[src/rtl/mem_port_arbiter_if.sv]
// Purpose: bundles the fetch, memory-stage and RAM-side signals of the unified RAM arbiter.
// Latency: none, wiring only.
// Backpressure: requesters hold req/addr/data until their valid pulse; stalls are driven by the arbiter.
interface mem_port_arbiter_if #(
  parameter int ADDR_W = 20,
  parameter int DATA_W = 16
);
  // fetch-stage port
  logic              if_req;
  logic [ADDR_W-1:0] if_addr;
  logic [DATA_W-1:0] if_rdata;
  logic              if_valid;
  logic              if_stall;

  // memory-stage port (LDD / STD / PUSH / POP)
  logic              mem_req;
  logic              mem_we;
  logic [ADDR_W-1:0] mem_addr;
  logic [DATA_W-1:0] mem_wdata;
  logic [DATA_W-1:0] mem_rdata;
  logic              mem_valid;
  logic              mem_stall;

  // single-port RAM side
  logic              ram_en;
  logic              ram_we;
  logic [ADDR_W-1:0] ram_addr;
  logic [DATA_W-1:0] ram_wdata;
  logic [DATA_W-1:0] ram_rdata;

  // arbiter side
  modport slave (
    input  if_req, if_addr,
    output if_rdata, if_valid, if_stall,
    input  mem_req, mem_we, mem_addr, mem_wdata,
    output mem_rdata, mem_valid, mem_stall,
    output ram_en, ram_we, ram_addr, ram_wdata,
    input  ram_rdata
  );

  // pipeline stages plus RAM side
  modport master (
    output if_req, if_addr,
    input  if_rdata, if_valid, if_stall,
    output mem_req, mem_we, mem_addr, mem_wdata,
    input  mem_rdata, mem_valid, mem_stall,
    input  ram_en, ram_we, ram_addr, ram_wdata,
    output ram_rdata
  );
endinterface

[src/rtl/mem_port_arbiter.sv]
// Purpose: shares one single-port RAM between fetch and memory stage, with a starvation guard for fetch.
// Latency: request to valid is RD_LAT+2 cycles for reads and 2 cycles for writes.
// Backpressure: the requester not being served sees its stall high until its own valid pulse.
module mem_port_arbiter #(
  parameter int ADDR_W     = 20,
  parameter int DATA_W     = 16,
  parameter int RD_LAT     = 1,
  parameter int MAX_STREAK = 3
) (
  input  logic                clk,
  input  logic                reset,
  mem_port_arbiter_if.slave   bus
);

  localparam int STREAK_W = (MAX_STREAK < 1) ? 1 : $clog2(MAX_STREAK + 1);
  localparam int WAIT_W   = (RD_LAT < 2) ? 1 : $clog2(RD_LAT);

  typedef enum logic [1:0] {
    IDLE  = 2'd0,
    ISSUE = 2'd1,
    WAIT  = 2'd2,
    RESP  = 2'd3
  } state_t;

  typedef enum logic {
    OWN_IF  = 1'b0,
    OWN_MEM = 1'b1
  } owner_t;

  // Request as it is presented to the RAM; latched once per grant.
  typedef struct packed {
    logic              we;
    logic [ADDR_W-1:0] addr;
    logic [DATA_W-1:0] wdata;
  } req_t;

  state_t              state, state_nxt;
  owner_t              owner, owner_nxt;
  logic [STREAK_W-1:0] streak, streak_nxt;
  logic [WAIT_W-1:0]   wait_cnt, wait_cnt_nxt;
  req_t                ram_req, ram_req_nxt;
  logic                ram_en_q, ram_en_nxt;
  logic                if_valid_q, if_valid_nxt;
  logic                mem_valid_q, mem_valid_nxt;
  logic [DATA_W-1:0]   if_rdata_q, if_rdata_nxt;
  logic [DATA_W-1:0]   mem_rdata_q, mem_rdata_nxt;

  req_t if_cand;
  req_t mem_cand;
  logic streak_full;
  logic if_wins;

  // Fetch never writes, so its candidate carries a zero write word.
  assign if_cand  = '{we: 1'b0, addr: bus.if_addr, wdata: '0};
  assign mem_cand = '{we: bus.mem_we, addr: bus.mem_addr, wdata: bus.mem_wdata};

  // Memory stage normally wins; fetch is forced through once MEM has won MAX_STREAK times in a row
  // while fetch was waiting.
  assign streak_full = (streak == STREAK_W'(MAX_STREAK));
  assign if_wins     = bus.if_req & (~bus.mem_req | streak_full);

  // Next-state and next registered-output logic for the grant FSM and RAM read sequencer.
  always_comb begin
    state_nxt     = state;
    owner_nxt     = owner;
    streak_nxt    = streak;
    wait_cnt_nxt  = wait_cnt;
    ram_req_nxt   = ram_req;
    ram_en_nxt    = 1'b0;
    if_valid_nxt  = 1'b0;
    mem_valid_nxt = 1'b0;
    if_rdata_nxt  = if_rdata_q;
    mem_rdata_nxt = mem_rdata_q;

    case (state)
      IDLE: begin
        if (bus.if_req | bus.mem_req) begin
          state_nxt  = ISSUE;
          ram_en_nxt = 1'b1;
          if (if_wins) begin
            owner_nxt   = OWN_IF;
            ram_req_nxt = if_cand;
            streak_nxt  = '0;
          end else begin
            owner_nxt   = OWN_MEM;
            ram_req_nxt = mem_cand;
            if (bus.if_req) begin
              if (!streak_full) begin
                streak_nxt = streak + STREAK_W'(1);
              end
            end else begin
              streak_nxt = '0;
            end
          end
        end
      end

      ISSUE: begin
        wait_cnt_nxt = '0;
        if (ram_req.we) begin
          // Writes complete as soon as the strobe has been issued.
          state_nxt = RESP;
          if (owner == OWN_IF) begin
            if_valid_nxt = 1'b1;
          end else begin
            mem_valid_nxt = 1'b1;
          end
        end else begin
          state_nxt = WAIT;
        end
      end

      WAIT: begin
        if (wait_cnt == WAIT_W'(RD_LAT - 1)) begin
          // Last wait cycle: RAM data is valid now, capture it for the owner only.
          state_nxt = RESP;
          if (owner == OWN_IF) begin
            if_valid_nxt = 1'b1;
            if_rdata_nxt = bus.ram_rdata;
          end else begin
            mem_valid_nxt = 1'b1;
            mem_rdata_nxt = bus.ram_rdata;
          end
        end else begin
          wait_cnt_nxt = wait_cnt + WAIT_W'(1);
        end
      end

      RESP: begin
        // Always return to IDLE; the next grant is evaluated there.
        state_nxt = IDLE;
      end

      default: begin
        state_nxt = IDLE;
      end
    endcase
  end

  // State and registered outputs; reset aborts any transaction in flight.
  always_ff @(posedge clk) begin
    if (reset) begin
      state       <= IDLE;
      owner       <= OWN_IF;
      streak      <= '0;
      wait_cnt    <= '0;
      ram_req     <= '0;
      ram_en_q    <= 1'b0;
      if_valid_q  <= 1'b0;
      mem_valid_q <= 1'b0;
      if_rdata_q  <= '0;
      mem_rdata_q <= '0;
    end else begin
      state       <= state_nxt;
      owner       <= owner_nxt;
      streak      <= streak_nxt;
      wait_cnt    <= wait_cnt_nxt;
      ram_req     <= ram_req_nxt;
      ram_en_q    <= ram_en_nxt;
      if_valid_q  <= if_valid_nxt;
      mem_valid_q <= mem_valid_nxt;
      if_rdata_q  <= if_rdata_nxt;
      mem_rdata_q <= mem_rdata_nxt;
    end
  end

  assign bus.ram_en    = ram_en_q;
  assign bus.ram_we    = ram_req.we;
  assign bus.ram_addr  = ram_req.addr;
  assign bus.ram_wdata = ram_req.wdata;

  assign bus.if_valid  = if_valid_q;
  assign bus.if_rdata  = if_rdata_q;
  assign bus.mem_valid = mem_valid_q;
  assign bus.mem_rdata = mem_rdata_q;

  // Stalls are combinational so a requester freezes in the same cycle it raises req.
  assign bus.if_stall  = bus.if_req & ~if_valid_q;
  assign bus.mem_stall = bus.mem_req & ~mem_valid_q;

endmodule

[src/flat_wrapper.sv]
// flat-port wrapper written by rule: the top's interface ports become plain ports
module mem_port_arbiter_flat 
#(
  parameter int ADDR_W     = 20,
  parameter int DATA_W     = 16,
  parameter int RD_LAT     = 1,
  parameter int MAX_STREAK = 3
)
  (clk, reset, bus_if_req, bus_if_addr, bus_if_rdata, bus_if_valid, bus_if_stall, bus_mem_req, bus_mem_we, bus_mem_addr, bus_mem_wdata, bus_mem_rdata, bus_mem_valid, bus_mem_stall, bus_ram_en, bus_ram_we, bus_ram_addr, bus_ram_wdata, bus_ram_rdata);
  mem_port_arbiter_if #(.ADDR_W(ADDR_W), .DATA_W(DATA_W)) bus_i ();
  input  logic clk;
  input  logic reset;
  input wire logic [$bits(bus_i.if_req)-1:0] bus_if_req;
  input wire logic [$bits(bus_i.if_addr)-1:0] bus_if_addr;
  output wire logic [$bits(bus_i.if_rdata)-1:0] bus_if_rdata;
  output wire logic [$bits(bus_i.if_valid)-1:0] bus_if_valid;
  output wire logic [$bits(bus_i.if_stall)-1:0] bus_if_stall;
  input wire logic [$bits(bus_i.mem_req)-1:0] bus_mem_req;
  input wire logic [$bits(bus_i.mem_we)-1:0] bus_mem_we;
  input wire logic [$bits(bus_i.mem_addr)-1:0] bus_mem_addr;
  input wire logic [$bits(bus_i.mem_wdata)-1:0] bus_mem_wdata;
  output wire logic [$bits(bus_i.mem_rdata)-1:0] bus_mem_rdata;
  output wire logic [$bits(bus_i.mem_valid)-1:0] bus_mem_valid;
  output wire logic [$bits(bus_i.mem_stall)-1:0] bus_mem_stall;
  output wire logic [$bits(bus_i.ram_en)-1:0] bus_ram_en;
  output wire logic [$bits(bus_i.ram_we)-1:0] bus_ram_we;
  output wire logic [$bits(bus_i.ram_addr)-1:0] bus_ram_addr;
  output wire logic [$bits(bus_i.ram_wdata)-1:0] bus_ram_wdata;
  input wire logic [$bits(bus_i.ram_rdata)-1:0] bus_ram_rdata;
  assign bus_i.if_req = bus_if_req;
  assign bus_i.if_addr = bus_if_addr;
  assign bus_if_rdata = bus_i.if_rdata;
  assign bus_if_valid = bus_i.if_valid;
  assign bus_if_stall = bus_i.if_stall;
  assign bus_i.mem_req = bus_mem_req;
  assign bus_i.mem_we = bus_mem_we;
  assign bus_i.mem_addr = bus_mem_addr;
  assign bus_i.mem_wdata = bus_mem_wdata;
  assign bus_mem_rdata = bus_i.mem_rdata;
  assign bus_mem_valid = bus_i.mem_valid;
  assign bus_mem_stall = bus_i.mem_stall;
  assign bus_ram_en = bus_i.ram_en;
  assign bus_ram_we = bus_i.ram_we;
  assign bus_ram_addr = bus_i.ram_addr;
  assign bus_ram_wdata = bus_i.ram_wdata;
  assign bus_i.ram_rdata = bus_ram_rdata;
  mem_port_arbiter #(.ADDR_W(ADDR_W), .DATA_W(DATA_W), .RD_LAT(RD_LAT), .MAX_STREAK(MAX_STREAK)) u_core (.clk(clk), .reset(reset), .bus(bus_i));
endmodule
[config.mk]
export PLATFORM = sky130hd
export DESIGN_NAME = mem_port_arbiter_flat
export DESIGN_NICKNAME = d
export VERILOG_FILES = /design/src/rtl/mem_port_arbiter_if.sv /design/src/rtl/mem_port_arbiter.sv /design/src/flat_wrapper.sv
export SDC_FILE = /design/constraint.sdc
export NUM_CORES = 1
export LEC_CHECK = 0
export CORE_MARGIN = 2
export CORE_UTILIZATION = 40
export CTS_CLUSTER_DIAMETER = 120
export DETAILED_ROUTE_END_ITERATION = 16
export PLACE_DENSITY = 0.79
export SETUP_SLACK_MARGIN = 0.05
export SYNTH_ARGS = -nofsm -noshare
export SYNTH_HDL_FRONTEND = slang
export SYNTH_SLANG_ARGS = --single-unit
export TNS_END_PERCENT = 20
[constraint.sdc]
create_clock -name clk -period 1.9 [get_ports clk]
set_clock_uncertainty 0.2 [all_clocks]
set_input_delay 0.38 -clock clk [delete_from_list [all_inputs] [get_ports clk]]
set_output_delay 0.38 -clock clk [all_outputs]
set_load 0.01 [all_outputs]
==> results list <==
- The run finished with clean final reports.
- Counting every sink on the clock net gives 77.
* Synth top area cells: dfxtp_1 49%, a311oi_2 9.5%, nand2_1 8.0%
- After layout, the worst path uses a little over nine tenths of the clock period.
- In the routed design, unresolved DRC markers number 0.
- Entering global routing, the biggest net connects 56 pins.
- I/O pin count: 151
- Worst setup margin: between 80 and 90 ps
* Fraction of layout cells with a size suffix above 1: 12.6%
- In this run the vertical extent of the chip is 92.9 um.
- First-pass GRT wire length: around 14 mm
- The worst-case IR drop observed on VDD is 521 uV.
- Total count of hold-check failures in the final report: 0
- Counting along the longest clock path gives a buffer depth of 2.
* Ant diodes: 0
* P&R area growth vs syn: 63.4%
- In this run the core area contains 32 standard-cell rows.
- The number of cells on the worst reg-to-reg path is 6.
- Overall die width: 92.9 um
- The min-delay analysis places its worst path in the category input pin to register.
- The biggest area contributor in the post-synthesis netlist is dfxtp_1.
* Class of the most critical setup path: register to output port
- Reported leakage power: 2.53 nW
* Launch point of the worst hold path: reset
- # nets final: ~570
* Max Slew Vio Count: 0
* Input/output buffers: 150
* Total wire length after detailed routing: 8.84 mm
* Worst path arrival time: between 1000 and 1500 ps
* Sequential fraction of the synthesis area: about half
- In the routed layout, each cell is associated on average with a via count of 5.11.
- The worst register-to-register path begins at u_core.state[0].
* Post-CTS Hold Fix Bufs: 0
- The worst setup path is captured at an output port.
* Number of H-tree branching levels: 3
* Synthesized area per cell: between 9 and 10 um^2
- Dividing the detail-routed wire length by the instance count gives 14.9 um.
- For the finished layout, the period the worst path requires is 1820 ps.
* Net count after synthesis: 421
- Placeable core area: 7690 um^2
- In this run, synthesis inferred 0 flip-flops with an integrated enable.
* Number of iterations in the first detailed-routing pass: 6
- Slowest stage cell on the critical path: clkdlybuf4s50_1
- Setup Viol. Count Final: 0
- Dividing total power by cell area gives a power density of between 1000 and 1500 nW/um^2.
* Starting Density: 41.1%
- Setup repair after global routing left no endpoint under its margin.
* Worst-case headroom to the max-slew limit: between 70% and 80%
- Number of distinct library cells after synthesis: 32
* Layout Utilization: 67.2%
* Slew of the pin with the lowest slew margin: 350 ps
- Synthesis-stage register bit count: 77
* DR vias: about 3k
- Most frequent cells in the layout: 103 x clkdlybuf4s50_1, 77 x dfxtp_1, 67 x nand2_1
- Primary flip-flop cell chosen by synthesis mapping: dfxtp_1
- Clock tree from TritonCTS: yes
- For this run, the number of Yosys warnings is 0.
* Antenna violations before repair: 0
- In this design, the stage delay of the slowest critical-path cell is 550 ps.
* Buffering stage count on the worst path with inverters included: 1
- FFs w/ async S/R, synth: 0%
- GRT Residual Overflow: 0
- Number of max-capacitance violations reported: 0
- Setup crit start kind: register
* Required time worst endpoint: 1320 ps
- Post-detailed-route count of antenna-violating nets: 0
- The number of global-route vias before repair came to 3,002.
* Weighted congestion reported at the end of routability-driven placement: 0.751
- Root Buffer Master: clkbuf_8
- Global routing used between 10% and 20% of the available tracks across all layers.
* Mapped Cells: between 300 and 400
* Most common library cell in the layout ignoring fill and taps: clkdlybuf4s50_1
- The die covers 8630 um^2.
- Maximum operating frequency: between 0.5 and 0.6 GHz
* Buffers inserted during post-CTS setup optimization: 0
- Cells on Worst Hold Path: 3
* Clock buffers created by TritonCTS: 9
- The signal on the critical path passes through clkdlybuf4s50_1.
* Clock-pin slew of the registers on the worst-case setup and hold paths: ~90 ps
- For this block, the initial DRC count from the detailed router was 66.
* Synth top area share: 48.8%
- Worst slack at placement: -342 ps
* Clk_lat worst skew: about 350 ps
- Reg-to-reg endpoint: u_core.bus.ram_addr[3]
- The worst hold path terminates at u_core.bus.ram_addr[4].
* Internal reg-to-reg setup slack: around 200 ps
- After legalization and detailed placement, the total HPWL measured 6.26 mm.
* Largest delay share family, worst path: buffers and inverters
- Maximum fanout count along the critical path: 2
- The cell area that synthesis handed to floorplanning was 3160 um^2.
## per-layer routing
layer / GRT usage (%) / up-vias / share of wire (%)
li1: - / 1488 / -
met1: 23.3 / 1440 / 41
met2: 35.3 / 95 / 52
met3: 4.31 / 15 / 4.9
met4: 8.46 / 0 / 2.1
met5: 0 / - / 0
## per-stage QoR
| stage | hold slack [ps] | cells | power (mW) | cell area, um^2 | setup TNS (ps) |
|---|---|---|---|---|---|
| floorplan | 281 | 339 | 3.55 | 3160 | 0 |
| global placement | 242 | 577 | 4.59 | 4790 | -10160 |
| detailed placement | 247 | 577 | 4.66 | 4790 | -12670 |
| CTS | 244 | 593 | 6.02 | 5010 | 0 |
| global route | 245 | 594 | 6.32 | 5160 | 0 |
| finish | 253 | 594 | 5.98 | 5160 | 0 |
## worst reg2reg max path, cell delays in order (launching register included)
cell and delay (ps):
dfxtp_1 320, inv_1 190, ha_4 210, o21a_4 220, buf_12 170, nor2_1 70
a311oi_2 240
## where the power goes
part,internal (mW),switching (mW)
combinational,1.29,1.16
clock,0.743,0.622
sequential,1.97,0.190
## sequential cells by signal, indices dropped and copies added, names as in the netlist
name,flops
u_core.bus.ram_addr,20
u_core.bus.if_valid,1
u_core.bus.ram_en,1
u_core.bus.ram_wdata,16
u_core.bus.mem_rdata,16
u_core.bus.mem_valid,1
u_core.bus.if_rdata,16
u_core.bus.ram_we,1
u_core.owner,1
u_core.streak,2
u_core.state,2
## kinds of logic (layout without fill, tap and decap cells)
kind of cell / count (synthesis) / count (layout) / share of synthesized area, %
AO/OA/AOI/OAI: 97 / 97 / 24.6
adder cells (fa/ha/maj): 5 / 5 / 1.98
buffers and inverters: 33 / 186 / 6.37
flip-flops: 77 / 77 / 48.8
multiplexers: 2 / 2 / 0.633
AND/OR/NAND/NOR: 125 / 125 / 17.6
## layout make-up
type,instances,area [um^2]
repair buffers,167,1830
multi-input cells,229,1430
clock inverters,7,97.6
fillers,630,2520
well taps,102,128
clock buffers,9,124
flip-flops and latches,77,1540
inverters,3,11.3
## what timing repair did
item / in CTS / in global routing
endpoints found under the setup margin: 15 / 96
gates resized for setup: 5 / 50
pin swaps: 0 / 1
gates cloned: 0 / 1
## worst max path at each step
stage                             startpoint  slack (ps)                        to  cells after the start
floorplan                    u_core.state[0]         290  u_core.bus.ram_wdata[10]                      6
global placement                  bus_if_req        -270              bus_if_stall                      4
detailed placement                bus_if_req        -340  u_core.bus.ram_wdata[15]                      6
CTS                        u_core.bus.ram_we          10                bus_ram_we                      1
global route         u_core.bus.ram_addr[15]          50          bus_ram_addr[15]                      1
finish              u_core.bus.mem_rdata[12]          80         bus_mem_rdata[12]                      1
## synth_stat cells, types with 2 or more instances
library cell	count
a21oi_1	33
a22o_1	17
a311oi_2	20
and4b_1	2
buf_2	10
buf_4	6
buf_6	5
clkbuf_1	5
clkbuf_2	4
dfxtp_1	77
ha_1	5
inv_1	2
mux2i_1	2
nand2_1	67
nand2b_1	2
nand3_1	20
nor2_1	26
nor2b_1	2
o21ai_0	3
o21ai_1	19
(Power assumes the default switching activity.)
